`src/rtl/pc_sequencer_pkg.sv`:
```
// Shared definitions for the program-counter sequencer: FSM encodings,
// the PC increment and the default reset address.
package pc_sequencer_pkg;

  typedef enum logic [1:0] {
    ST_IDLE = 2'd0,
    ST_RUN  = 2'd1,
    ST_STEP = 2'd2,
    ST_HALT = 2'd3
  } state_t;

  localparam int          PC_INCR          = 4;
  localparam logic [31:0] RESET_PC_DEFAULT = 32'h0000_0000;

endpackage

```
`src/rtl/pc_sequencer_next_mux.sv`:
```
// Next-PC priority select: pending redirect > branch > jr > jump > pc4.
// Redirect targets are word-aligned on the way out.
module pc_next_mux #(
  parameter int BITS_SIZE = 32
) (
  input  logic                 pend_valid,
  input  logic [BITS_SIZE-1:0] pend_addr,
  input  logic                 branch_taken,
  input  logic [BITS_SIZE-1:0] branch_addr,
  input  logic                 jr,
  input  logic [BITS_SIZE-1:0] jr_addr,
  input  logic                 jump,
  input  logic [BITS_SIZE-1:0] jump_addr,
  input  logic [BITS_SIZE-1:0] pc4,
  output logic [BITS_SIZE-1:0] next_pc,
  output logic                 redirect
);

  localparam logic [BITS_SIZE-1:0] ALIGN_MASK = ~BITS_SIZE'(3);

  always_comb begin
    next_pc  = pc4;
    redirect = 1'b0;
    if (pend_valid) begin
      next_pc  = pend_addr & ALIGN_MASK;
      redirect = 1'b1;
    end else if (branch_taken) begin
      next_pc  = branch_addr & ALIGN_MASK;
      redirect = 1'b1;
    end else if (jr) begin
      next_pc  = jr_addr & ALIGN_MASK;
      redirect = 1'b1;
    end else if (jump) begin
      next_pc  = jump_addr & ALIGN_MASK;
      redirect = 1'b1;
    end
  end

endmodule

```
`src/rtl/pc_sequencer.sv`:
```
// IF-stage program counter owner: run/step/halt FSM, PC register and a
// one-deep pending-redirect register that holds a target across stalls.
//
// state   | meaning
// IDLE    | PC frozen, waiting for start or step from the debug unit
// RUN     | PC advances on every non-stalled cycle
// STEP    | as RUN, returns to IDLE after one PC update
// HALT    | HALT decoded; frozen until reset
module pc_sequencer
  import pc_sequencer_pkg::*;
#(
  parameter int                   BITS_SIZE = 32,
  parameter logic [BITS_SIZE-1:0] RESET_PC  = BITS_SIZE'(RESET_PC_DEFAULT)
) (
  input  logic                 i_clk,
  input  logic                 i_reset_n,
  input  logic                 i_start,
  input  logic                 i_step,
  input  logic                 i_halt_detected,
  input  logic                 i_stall,
  input  logic                 i_branch_taken,
  input  logic [BITS_SIZE-1:0] i_branch_addr,
  input  logic                 i_jr,
  input  logic [BITS_SIZE-1:0] i_jr_addr,
  input  logic                 i_jump,
  input  logic [BITS_SIZE-1:0] i_jump_addr,
  output logic [BITS_SIZE-1:0] o_pc,
  output logic [BITS_SIZE-1:0] o_pc4,
  output logic                 o_pc_valid,
  output logic                 o_flush_ifid,
  output logic [1:0]           o_state
);

  state_t               state_q;
  logic                 pend_valid_q;
  logic [BITS_SIZE-1:0] pend_addr_q;
  logic [BITS_SIZE-1:0] next_pc;
  logic                 redirect;
  logic                 active;

  assign active = (state_q == ST_RUN) || (state_q == ST_STEP);
  assign o_pc4  = o_pc + BITS_SIZE'(PC_INCR);

  pc_next_mux #(.BITS_SIZE(BITS_SIZE)) u_next_mux (
    .pend_valid   (pend_valid_q),
    .pend_addr    (pend_addr_q),
    .branch_taken (i_branch_taken),
    .branch_addr  (i_branch_addr),
    .jr           (i_jr),
    .jr_addr      (i_jr_addr),
    .jump         (i_jump),
    .jump_addr    (i_jump_addr),
    .pc4          (o_pc4),
    .next_pc      (next_pc),
    .redirect     (redirect)
  );

  assign o_pc_valid   = active && !i_stall;
  assign o_flush_ifid = active && !i_stall && !i_halt_detected && redirect;
  assign o_state      = state_q;

  always_ff @(posedge i_clk or negedge i_reset_n) begin
    if (!i_reset_n) begin
      state_q      <= ST_IDLE;
      o_pc         <= RESET_PC;
      pend_valid_q <= 1'b0;
      pend_addr_q  <= '0;
    end else begin
      case (state_q)
        ST_IDLE: begin
          if (i_start)     state_q <= ST_RUN;
          else if (i_step) state_q <= ST_STEP;
        end
        ST_RUN, ST_STEP: begin
          if (i_halt_detected) begin
            state_q <= ST_HALT;
          end else if (i_stall) begin
            // only the oldest redirect is kept; mux output is the new target here
            if (redirect && !pend_valid_q) begin
              pend_valid_q <= 1'b1;
              pend_addr_q  <= next_pc;
            end
          end else begin
            o_pc         <= next_pc;
            pend_valid_q <= 1'b0;
            if (state_q == ST_STEP) state_q <= ST_IDLE;
          end
        end
        default: ;
      endcase
    end
  end

endmodule

```
`config.mk`:
```
export PLATFORM = sky130hd
export DESIGN_NAME = pc_sequencer
export DESIGN_NICKNAME = d
export VERILOG_FILES = /design/src/rtl/pc_sequencer_pkg.sv /design/src/rtl/pc_sequencer_next_mux.sv /design/src/rtl/pc_sequencer.sv
export SDC_FILE = /design/constraint.sdc
export NUM_CORES = 1
export LEC_CHECK = 0
export CAP_MARGIN = 15
export CORE_ASPECT_RATIO = 1.5
export CORE_MARGIN = 2
export CORE_UTILIZATION = 40
export CTS_CLUSTER_SIZE = 40
export DETAILED_ROUTE_END_ITERATION = 16
export GPL_TIMING_DRIVEN = 1
export PLACE_DENSITY = 0.78
export SYNTH_ARGS = -nofsm -noshare
export SYNTH_HDL_FRONTEND = slang
export SYNTH_SLANG_ARGS = --single-unit
```
`constraint.sdc`:
```
create_clock -name i_clk -period 2.05 [get_ports i_clk]
set_input_delay 0.41 -clock i_clk [delete_from_list [all_inputs] [get_ports i_clk]]
set_output_delay 0.41 -clock i_clk [all_outputs]
set_load 0.01 [all_outputs]
```
==> impl_metrics.py, run 1 <==
metrics = {
    "outcome": {
        "status": "finished, violations left",
        "violations": "negative setup slack",
    },
    "global_route": {
        "antenna_found_initial": 0,
        "met3_usage_pct": 3.96,
        "grt_first_pass_wirelength_mm": 30.5,
        "gr-usage-met1_pct": 39.5,
        "grt_pass1_vias": 6018,
        "grt_overflow": 0,
        "track_usage_pct": 33.9,
        "grtUsageMet2_pct": 57.5,
        "top_usage_layer": "met2",
        "grt_max_degree": 40,
    },
    "clock_tree": {
        "cts_sinks": 65,
        "cts.clk_slew.worst_paths_ns": 0.05,
        "clock_path_buffers": 2,
        "hold_buffers": 0,
        "htreeDepth": 3,
        "cts-buffers-inserted": 9,
        "clockRootBuffer": "clkbuf_16",
        "tritoncts": "done",
        "clock_latency_ns": 0.34,
    },
    "layout": {
        "layout-drive-gt1-share_pct": 36.8,
        "syn2layout_area_growth_pct": 87.9,
        "nets": 929,
        "antenna_cells": 0,
        "final_cells": 970,
    },
    "route": {
        "antenna_left": 0,
        "drt-total-wl_mm": 20.9,
        "via_per_inst": 6.08,
        "wire_per_inst_um": 21.5,
        "initialDrtViolationCount": 618,
        "first_pass_iters": 6,
        "drc": 0,
        "vias": 5902,
    },
    "setup_path": {
        "r2r_cells": 11,
        "timing.rr.end": "o_pc[14]",
        "crit_path_start": "o_pc[3]",
        "max_stage_delay_ns": 0.45,
        "worstSetupPathType": "flop to output port",
        "regToRegStartpoint": "o_pc[3]",
        "critPathSlowestCell": "dfrtp_1",
        "crit_end": "o_pc4[28]",
        "required_ns": 1.64,
        "cp_data_arrival_time_ns": 2.12,
        "start_kind": "flop",
        "cp_max_fo": 5,
        "path_cells": "ha_4 > nand4_1 > buf_6 > nor3_4 > buf_6 > and3_4 > xnor2_2 > buf_2",
        "r2r_slack_ns": -0.24,
        "cp-end-kind": "output port",
        "crit_top_cell": "buf_6",
    },
    "sta": {
        "drv_slew": 0,
        "clock.fmax_ghz": 0.395,
        "finalHoldViolCount": 0,
        "slew_headroom_pct": 53.6,
        "setup_viol": 38,
        "fin_crit_ns": 2.53,
        "fin_crit_sh_pct": 123,
        "fin_ws_ns": -0.481,
        "clock_skew_ns": 0.00694,
        "rsz0062_at_grt": "yes",
        "worst_slew_pin_slew_ns": 0.695,
    },
    "pwr": {
        "p_comb_share_pct": 14.2,
        "power_switching_share_pct": 23.5,
        "peakVddDrop_uv": 422,
        "p_int_mw": 2.58,
        "power_mw": 3.38,
        "p_switching_mw": 0.794,
        "p_seq_share_pct": 38.0,
        "powerDensity_nw_per_um2": 415,
        "p_clk_share_pct": 47.8,
        "power_leakage_nw": 3.78,
    },
    "floorplan": {
        "coreArea_um2": 10600,
        "initial_core_util_pct": 40.9,
        "fp.dieH_um": 131,
        "pin_count": 173,
        "dieWidth_um": 88.9,
        "die-area_um2": 11700,
        "rows": 46,
    },
    "logic_synthesis": {
        "synth_seq_area_share_pct": 37.6,
        "synthesis.area_um2": 4330,
        "synth_cell_type_count": 63,
        "postSynth.asyncResetShare_pct": 100,
        "yosysMostFrequentCell": "nand2_1",
        "synthTopCellsByArea": "dfrtp_1 (38%), nand2_1 (6.6%), o21ai_0 (6.4%)",
        "yosys_warnings": 0,
        "avgSynthCellArea_um2": 8.14,
        "yosys.area.top_type": "dfrtp_1",
        "synth_ff_type": "dfrtp_1",
        "yosys-top-cells-count": "nand2_1 (76), dfrtp_1 (65), o21ai_0 (55), a21oi_1 (40), nor2_1 (36)",
        "syn_inst": 532,
        "syn-num-nets": 640,
        "yosysTopAreaCellShare_pct": 37.6,
        "ys_ff_latch": 65,
        "synth_edf_count": 0,
    },
    "job": {
        "cap_violations": 0,
    },
    "place": {
        "dp_hpwl_mm": 13.0,
        "gp_congestion": 0.926,
        "dp_cells": 912,
        "numPortBuffers": 166,
    },
    "min_path": {
        "hp-class": "primary input to async pin",
    },
}
## per-layer routing
layer | up-vias | share of wire [%]
met4 | 0 | 6.5
li1 | 2507 | -
met1 | 2778 | 33
met5 | - | 0
met3 | 123 | 9.3
met2 | 494 | 51
## cells in the final DEF (no fill, tap or decap), drive strengths merged, types with 10 or more instances in the layout
master and instances:
inv 12, o21ai 60, clkbuf 14, xnor2 15, a21oi 41, o21a 10
nor2 36, o22ai 14, nand2 76, clkdlybuf4s50 132, buf 181, nand3 23
xor2 10, dfrtp 65
## kinds of logic after synthesis
group / after synthesis / synth area share, %
AO/OA/AOI/OAI: 187 / 27.0
AND/OR/NAND/NOR: 186 / 21.2
flip-flops: 65 / 37.6
buffers and inverters: 53 / 5.12
XOR/XNOR: 25 / 5.06
multiplexers: 13 / 3.15
adder cells (fa/ha/maj): 3 / 0.867
## timing repair
action                     in CTS  in global routing
pin swaps                      47                 45
buffers inserted               32                 22
setup endpoints to repair      48                 64
resized for setup             205                 54
## worst max-delay path, delay by kind of cell (launching register included)
kind          cells  cell delay [ns]
fa+ha+maj         1             0.18
buf+inv           3             0.49
simple gates      3             0.55
flops             1             0.45
xor+xnor          1             0.11
## stage by stage
stage	instance area [um^2]	hold WS [ns]	setup TNS, ns	setup WS, ns	utilization (%)
floorplan	4410	0.114	-0.126	-0.0323	-
finish	8140	0.114	-9.49	-0.481	76.8
CTS	7800	0.125	-7.96	-0.468	73.6
detailed placement	6950	0.470	-25.47	-0.627	65.7
global route	8140	0.164	-12.09	-0.554	76.8
global placement	6950	0.456	-23.09	-0.554	65.7
## cell type report
cell class	instances	area, um^2
well taps	144	180
flip-flops and latches	65	1630
multi-input cells	414	3110
clock buffers	14	274
repair buffers	318	2850
inverters	13	48.8
fillers	671	2450
clock inverters	2	35.0
## worst min-delay path by stage
stage                          from               to  slack (ns)  cells past startpoint
floorplan                 i_reset_n          o_pc[0]        0.11                      0
global placement     pend_addr_q[9]   pend_addr_q[9]        0.46                      2
detailed placement  pend_addr_q[31]  pend_addr_q[31]        0.47                      2
CTS                       i_reset_n         o_pc[26]        0.12                      1
global route              i_reset_n         o_pc[26]        0.16                      1
finish                    i_reset_n         o_pc[26]        0.11                      1
## sequential cells by signal, summed over array words and instances, names as in the netlist
| name | count |
|---|---|
| o_pc | 32 |
| o_state | 2 |
| pend_valid_q | 1 |
| pend_addr_q | 30 |
## power by group through the flow
| stage | Sequential (mW) | Combinational, mW | Clock (mW) |
|---|---|---|---|
| 4_1_cts | 1.28 | 0.449 | 1.60 |
| 5_1_grt | 1.28 | 0.505 | 1.67 |
| 6_report | 1.28 | 0.479 | 1.62 |
| 2_1_floorplan | 1.31 | 0.129 | 0 |
| 3_3_place_gp | 1.31 | 0.433 | 0 |
| 3_5_place_dp | 1.31 | 0.439 | 0 |
Note: power is estimated with default switching activity, not from simulation.
==> run 2, diff against run 1 <==
CORE_UTILIZATION = 44   (was 40)
PLACE_DENSITY = 0.81   (was 0.78)
clock period = 2.52 ns   (was 2.05 ns; I/O delays follow)
==> run 2 against run 1 <==
- the run still ends with negative setup slack left
- global-route usage shrank 1.1 points
- clock power shrank 28%
- non-clock buffer count shrank 46
- largest power group unchanged
- final cell count shrank 7.9%
- combinational power shrank 27%
- via count shrank 5.6%
- register-to-register slack gained 0.36 ns
- critical path depth shrank 1
- hold slack gained 0.053 ns
==> impl_metrics.py, run 2 (synthesized netlist as in run 1, its figures left out) <==
metrics = {
    "outcome": {
        "status": "finished, violations left",
        "violations": "negative setup slack",
    },
    "layout": {
        "final_cells": 893,
        "regMostFlops": "o_pc",
        "post-route-util_pct": 75.4,
        "mostFrequentLayoutCell": "clkdlybuf4s50_1",
        "largest_reg_flops": 32,
        "nets": 883,
        "layout-drive-gt1-share_pct": 24.8,
        "syn2layout_area_growth_pct": 67.8,
        "final_cell_mix": "clkdlybuf4s50_1 (138), buf_4 (98), nand2_1 (72), dfrtp_1 (65), o21ai_0 (55)",
        "antenna_cells": 0,
        "final_area_um2": 7270,
    },
    "route": {
        "drt-total-wl_mm": 18.5,
        "antenna_left": 0,
        "vias": 5571,
        "initialDrtViolationCount": 551,
        "drc": 0,
        "first_pass_iters": 5,
        "via_per_inst": 6.24,
        "wire_per_inst_um": 20.7,
    },
    "place": {
        "pre_cts_ws_ns": -0.209,
        "dp_cells": 852,
        "dp_hpwl_mm": 12.0,
        "gp_congestion": 0.907,
        "placed_area_um2": 6590,
        "numPortBuffers": 166,
    },
    "sta": {
        "clock.fmax_ghz": 0.365,
        "drv_slew": 0,
        "fin_ws_ns": -0.223,
        "worst_slew_pin_slew_ns": 0.597,
        "rsz0062_at_grt": "yes",
        "fin_crit_ns": 2.74,
        "clock_skew_ns": 0.00691,
        "finalSetupTns_ns": -1.86,
        "finalHoldViolCount": 0,
        "setup_viol": 12,
        "fin_crit_sh_pct": 109,
        "slew_headroom_pct": 60.2,
    },
    "clock_tree": {
        "htreeDepth": 3,
        "clock_path_buffers": 2,
        "clockRootBuffer": "clkbuf_16",
        "cts-buffers-inserted": 9,
        "cts.clk_slew.worst_paths_ns": 0.05,
        "cts_sinks": 65,
        "hold_buffers": 0,
        "clock_latency_ns": 0.34,
        "tritoncts": "done",
    },
    "setup_path": {
        "cp_data_arrival_time_ns": 2.24,
        "regToRegStartpoint": "o_pc[16]",
        "cp_max_fo": 5,
        "timing.rr.end": "o_pc[24]",
        "path_cells": "nand3_2 > or3_4 > buf_6 > nor3_4 > and3_4 > xnor2_2 > buf_2",
        "cp-end-kind": "output port",
        "r2r_slack_ns": 0.12,
        "critPathSlowestCell": "or3_4",
        "worstSetupPathType": "flop to output port",
        "required_ns": 2.02,
        "start_kind": "flop",
        "r2r_cells": 10,
        "max_stage_delay_ns": 0.39,
    },
    "floorplan": {
        "fp.dieH_um": 125,
        "dieWidth_um": 85.0,
        "coreArea_um2": 9630,
        "die-area_um2": 10700,
        "rows": 44,
        "initial_core_util_pct": 44.9,
        "pin_count": 173,
    },
    "global_route": {
        "antenna_found_initial": 0,
        "grt_max_degree": 44,
        "grt_first_pass_wirelength_mm": 27.4,
        "grt_pass1_vias": 5553,
        "track_usage_pct": 32.8,
        "grt_overflow": 0,
    },
    "pwr": {
        "peakVddDrop_uv": 358,
        "powerDensity_nw_per_um2": 351,
        "power_leakage_nw": 3.33,
    },
    "job": {
        "cap_violations": 0,
    },
    "min_path": {
        "hp-class": "primary input to async pin",
    },
}
==> run 2: cell count changes in the layout (fill, tap and decap cells not counted), moves of 5 or more <==
cell             change
dfrtp_1              +6
o21ai_0              +9
nor2_1               +5
clkdlybuf4s50_1      +6
xnor2_2              -6
buf_4               -25
dfrtp_2              -6
buf_6               -19
xnor2_1              +7
buf_2               -12
dlygate4sd2_1        +5
==> run 2: worst max path at each step <==
stage	from	end	slack, ns	cells after the start
detailed placement	o_pc[14]	o_pc4[28]	-0.21	7
finish	o_pc[16]	o_pc4[28]	-0.22	7
global route	o_pc[10]	o_pc4[28]	-0.29	7
global placement	o_pc[12]	o_pc4[28]	-0.19	7
CTS	o_pc[18]	o_pc4[29]	-0.17	8
floorplan	o_pc[12]	o_pc4[23]	0.27	6
==> run 2: through the flow <==
stage / power, mW / hold slack [ns]
after global placement: 1.40 / 0.459
after CTS: 2.54 / 0.172
final: 2.55 / 0.167
after floorplan: 1.17 / 0.208
after detailed placement: 1.41 / 0.472
after global routing: 2.63 / 0.204
==> run 2: final cells by class <==
class	instances	area, um^2
clock buffer	14	264
timing repair buffer	272	2430
tap	115	144
sequential	65	1630
multi-input combinational	414	2750
fill	625	2370
inverter	13	48.8
==> run 2: worst max-delay path: cells and delay by family (launching register included) <==
kind	cells	cell delay (ns)
buffers and inverters	2	0.32
AND/OR/NAND/NOR	4	1.10
XOR/XNOR	1	0.13
flip-flops	1	0.36
==> run 2: routing by layer <==
| metal | vias to the layer above | part of all wire (%) | global-route usage [%] |
|---|---|---|---|
| li1 | 2413 | - | - |
| met1 | 2611 | 34 | 35.6 |
| met2 | 432 | 51 | 55.0 |
| met3 | 115 | 9.5 | 8.05 |
| met4 | 0 | 6.4 | 23.1 |
| met5 | - | 0 | 0 |
==> run 2: timing repair <==
item	CTS	global route
setup buffers	17	14
endpoints found under the setup margin	27	20
resized for setup	108	31
pin swaps	17	20
==> run 2: power breakdown <==
part	total, mW	internal, mW	switching, mW
clock network	1.16	0.709	0.447
registers	1.04	1.04	0
logic	0.350	0.194	0.156
==> run 3, diff against run 2 <==
clock period = 2.9 ns   (was 2.52 ns; I/O delays follow)
==> run 3 against run 2 <==
- the flow now finishes without violations
- via count fell by 6.0%
- largest cell class unchanged
- combinational power fell by 14%
- clock-buffer cell count fell by 1
- critical path depth fell by 1
==> impl_metrics.py, run 3 (synthesized netlist as in run 1, its figures left out) <==
metrics = {
    "outcome": {
        "status": "finished clean",
    },
    "place": {
        "numPortBuffers": 166,
        "pre_cts_ws_ns": -0.0301,
        "gp_congestion": 0.934,
        "dp_cells": 818,
        "dp_hpwl_mm": 11.5,
    },
    "setup_path": {
        "cp_data_arrival_time_ns": 2.23,
        "cp-end-kind": "output port",
        "cp_max_fo": 5,
        "worstSetupPathType": "flop to output port",
        "required_ns": 2.32,
        "start_kind": "flop",
    },
    "pwr": {
        "powerDensity_nw_per_um2": 336,
        "peakVddDrop_uv": 354,
        "power_leakage_nw": 3.10,
        "power_mw": 2.30,
    },
    "clock_tree": {
        "clockRootBuffer": "clkbuf_16",
        "cts.clk_slew.worst_paths_ns": 0.05,
        "clock_path_buffers": 2,
        "htreeDepth": 3,
        "hold_buffers": 0,
        "cts-buffers-inserted": 9,
        "cts_sinks": 65,
        "tritoncts": "done",
        "clock_latency_ns": 0.34,
    },
    "sta": {
        "clock_skew_ns": 0.00659,
        "drv_slew": 0,
        "finalHoldViolCount": 0,
        "setup_viol": 0,
        "worst_slew_pin_slew_ns": 0.872,
        "clock.fmax_ghz": 0.356,
        "whs_ns": 0.437,
        "fin_crit_ns": 2.81,
        "slew_headroom_pct": 41.8,
        "fin_ws_ns": 0.0919,
        "fin_crit_sh_pct": 96.8,
    },
    "route": {
        "first_pass_iters": 5,
        "antenna_left": 0,
        "wl_met2_mm": 9.01,
        "initialDrtViolationCount": 573,
        "drt-total-wl_mm": 17.3,
        "m1WireLength_mm": 6.23,
        "drc": 0,
        "wire_per_inst_um": 20.4,
        "via_per_inst": 6.17,
        "top_layer": "met4",
        "met3WireLength_mm": 1.26,
        "vias": 5235,
    },
    "job": {
        "cap_violations": 0,
    },
    "layout": {
        "multi_input_area_um2": 2630,
        "largest_reg_flops": 32,
        "regMostFlops": "o_pc",
        "layout-drive-gt1-share_pct": 17.2,
        "syn2layout_area_growth_pct": 57.7,
        "post-route-util_pct": 70.9,
        "nFillCells": 709,
        "nets": 836,
        "final_cell_mix": "clkdlybuf4s50_1 (145), nand2_1 (76), dfrtp_1 (61), buf_4 (57), o21ai_0 (55)",
        "final_cells": 848,
        "mostFrequentLayoutCell": "clkdlybuf4s50_1",
        "antenna_cells": 0,
        "seqCellArea_um2": 1630,
    },
    "global_route": {
        "antenna_found_initial": 0,
        "track_usage_pct": 32.4,
        "grt_first_pass_wirelength_mm": 27.2,
        "grt_overflow": 0,
        "grt_max_degree": 66,
        "grt_pass1_vias": 5357,
    },
    "floorplan": {
        "pin_count": 173,
        "dieWidth_um": 85.0,
        "die-area_um2": 10700,
        "coreArea_um2": 9630,
        "fp.dieH_um": 125,
        "initial_core_util_pct": 44.9,
        "rows": 44,
    },
    "min_path": {
        "hp-class": "primary input to async pin",
    },
}
-- run 3: path summary, 6_finish.rpt --
check | from | depth (start not counted) | slack [ns] | to
max | o_pc[15] | 6 | 0.09 | o_pc4[27]
min | i_reset_n | 2 | 0.44 | o_pc[28]
max reg2reg | o_state[1] | 8 | 0.63 | o_pc[13]
min reg2reg | pend_addr_q[31] | 2 | 0.48 | pend_addr_q[31]
max in group asynchronous | i_reset_n | 2 | 1.83 | o_pc[7]
min in group i_clk | pend_addr_q[31] | 2 | 0.48 | pend_addr_q[31]
-- run 3: per-layer routing --
metal,vias to the layer above,global-route usage (%)
met5,-,0
met4,0,16.2
met3,64,5.21
met2,341,56.7
met1,2516,37.8
li1,2314,-
-- run 3: final cells by class --
cell class	instances	area share, %
inverter	13	0.715
clock buffer	13	3.67
multi-input combinational	414	38.5
tap	115	2.11
sequential	65	23.9
clock inverter	3	0.587
timing repair buffer	225	30.6
-- run 3: what timing repair did --
| action | in CTS | in global routing |
|---|---|---|
| pin swaps | 7 | 7 |
| resized for setup | 31 | 33 |
| endpoints found under the hold margin | 0 | 0 |
| endpoints found under the setup margin | 21 | 18 |
| setup buffers | 9 | 5 |
-- run 3: per-stage QoR --
step / setup TNS, ns / area, um^2
finish: 0 / 6830
CTS: -0.240 / 6710
floorplan: 0 / 4330
global route: -0.0141 / 6830
global placement: 0 / 6310
detailed placement: -0.0301 / 6310
-- run 3: power by group --
group          switching (mW)  total [mW]  internal (mW)
Sequential                  0       0.908          0.908
Clock                   0.401        1.09          0.687
Combinational           0.135       0.301          0.165
-- run 3: worst max-delay path: stages (launching register included) --
cell and delay, ns:
dfrtp_1 0.37, nand3_2 0.09, or3_4 0.44, buf_4 0.17, nor4b_2 0.28, xor2_1 0.23, dlygate4sd2_1 0.31
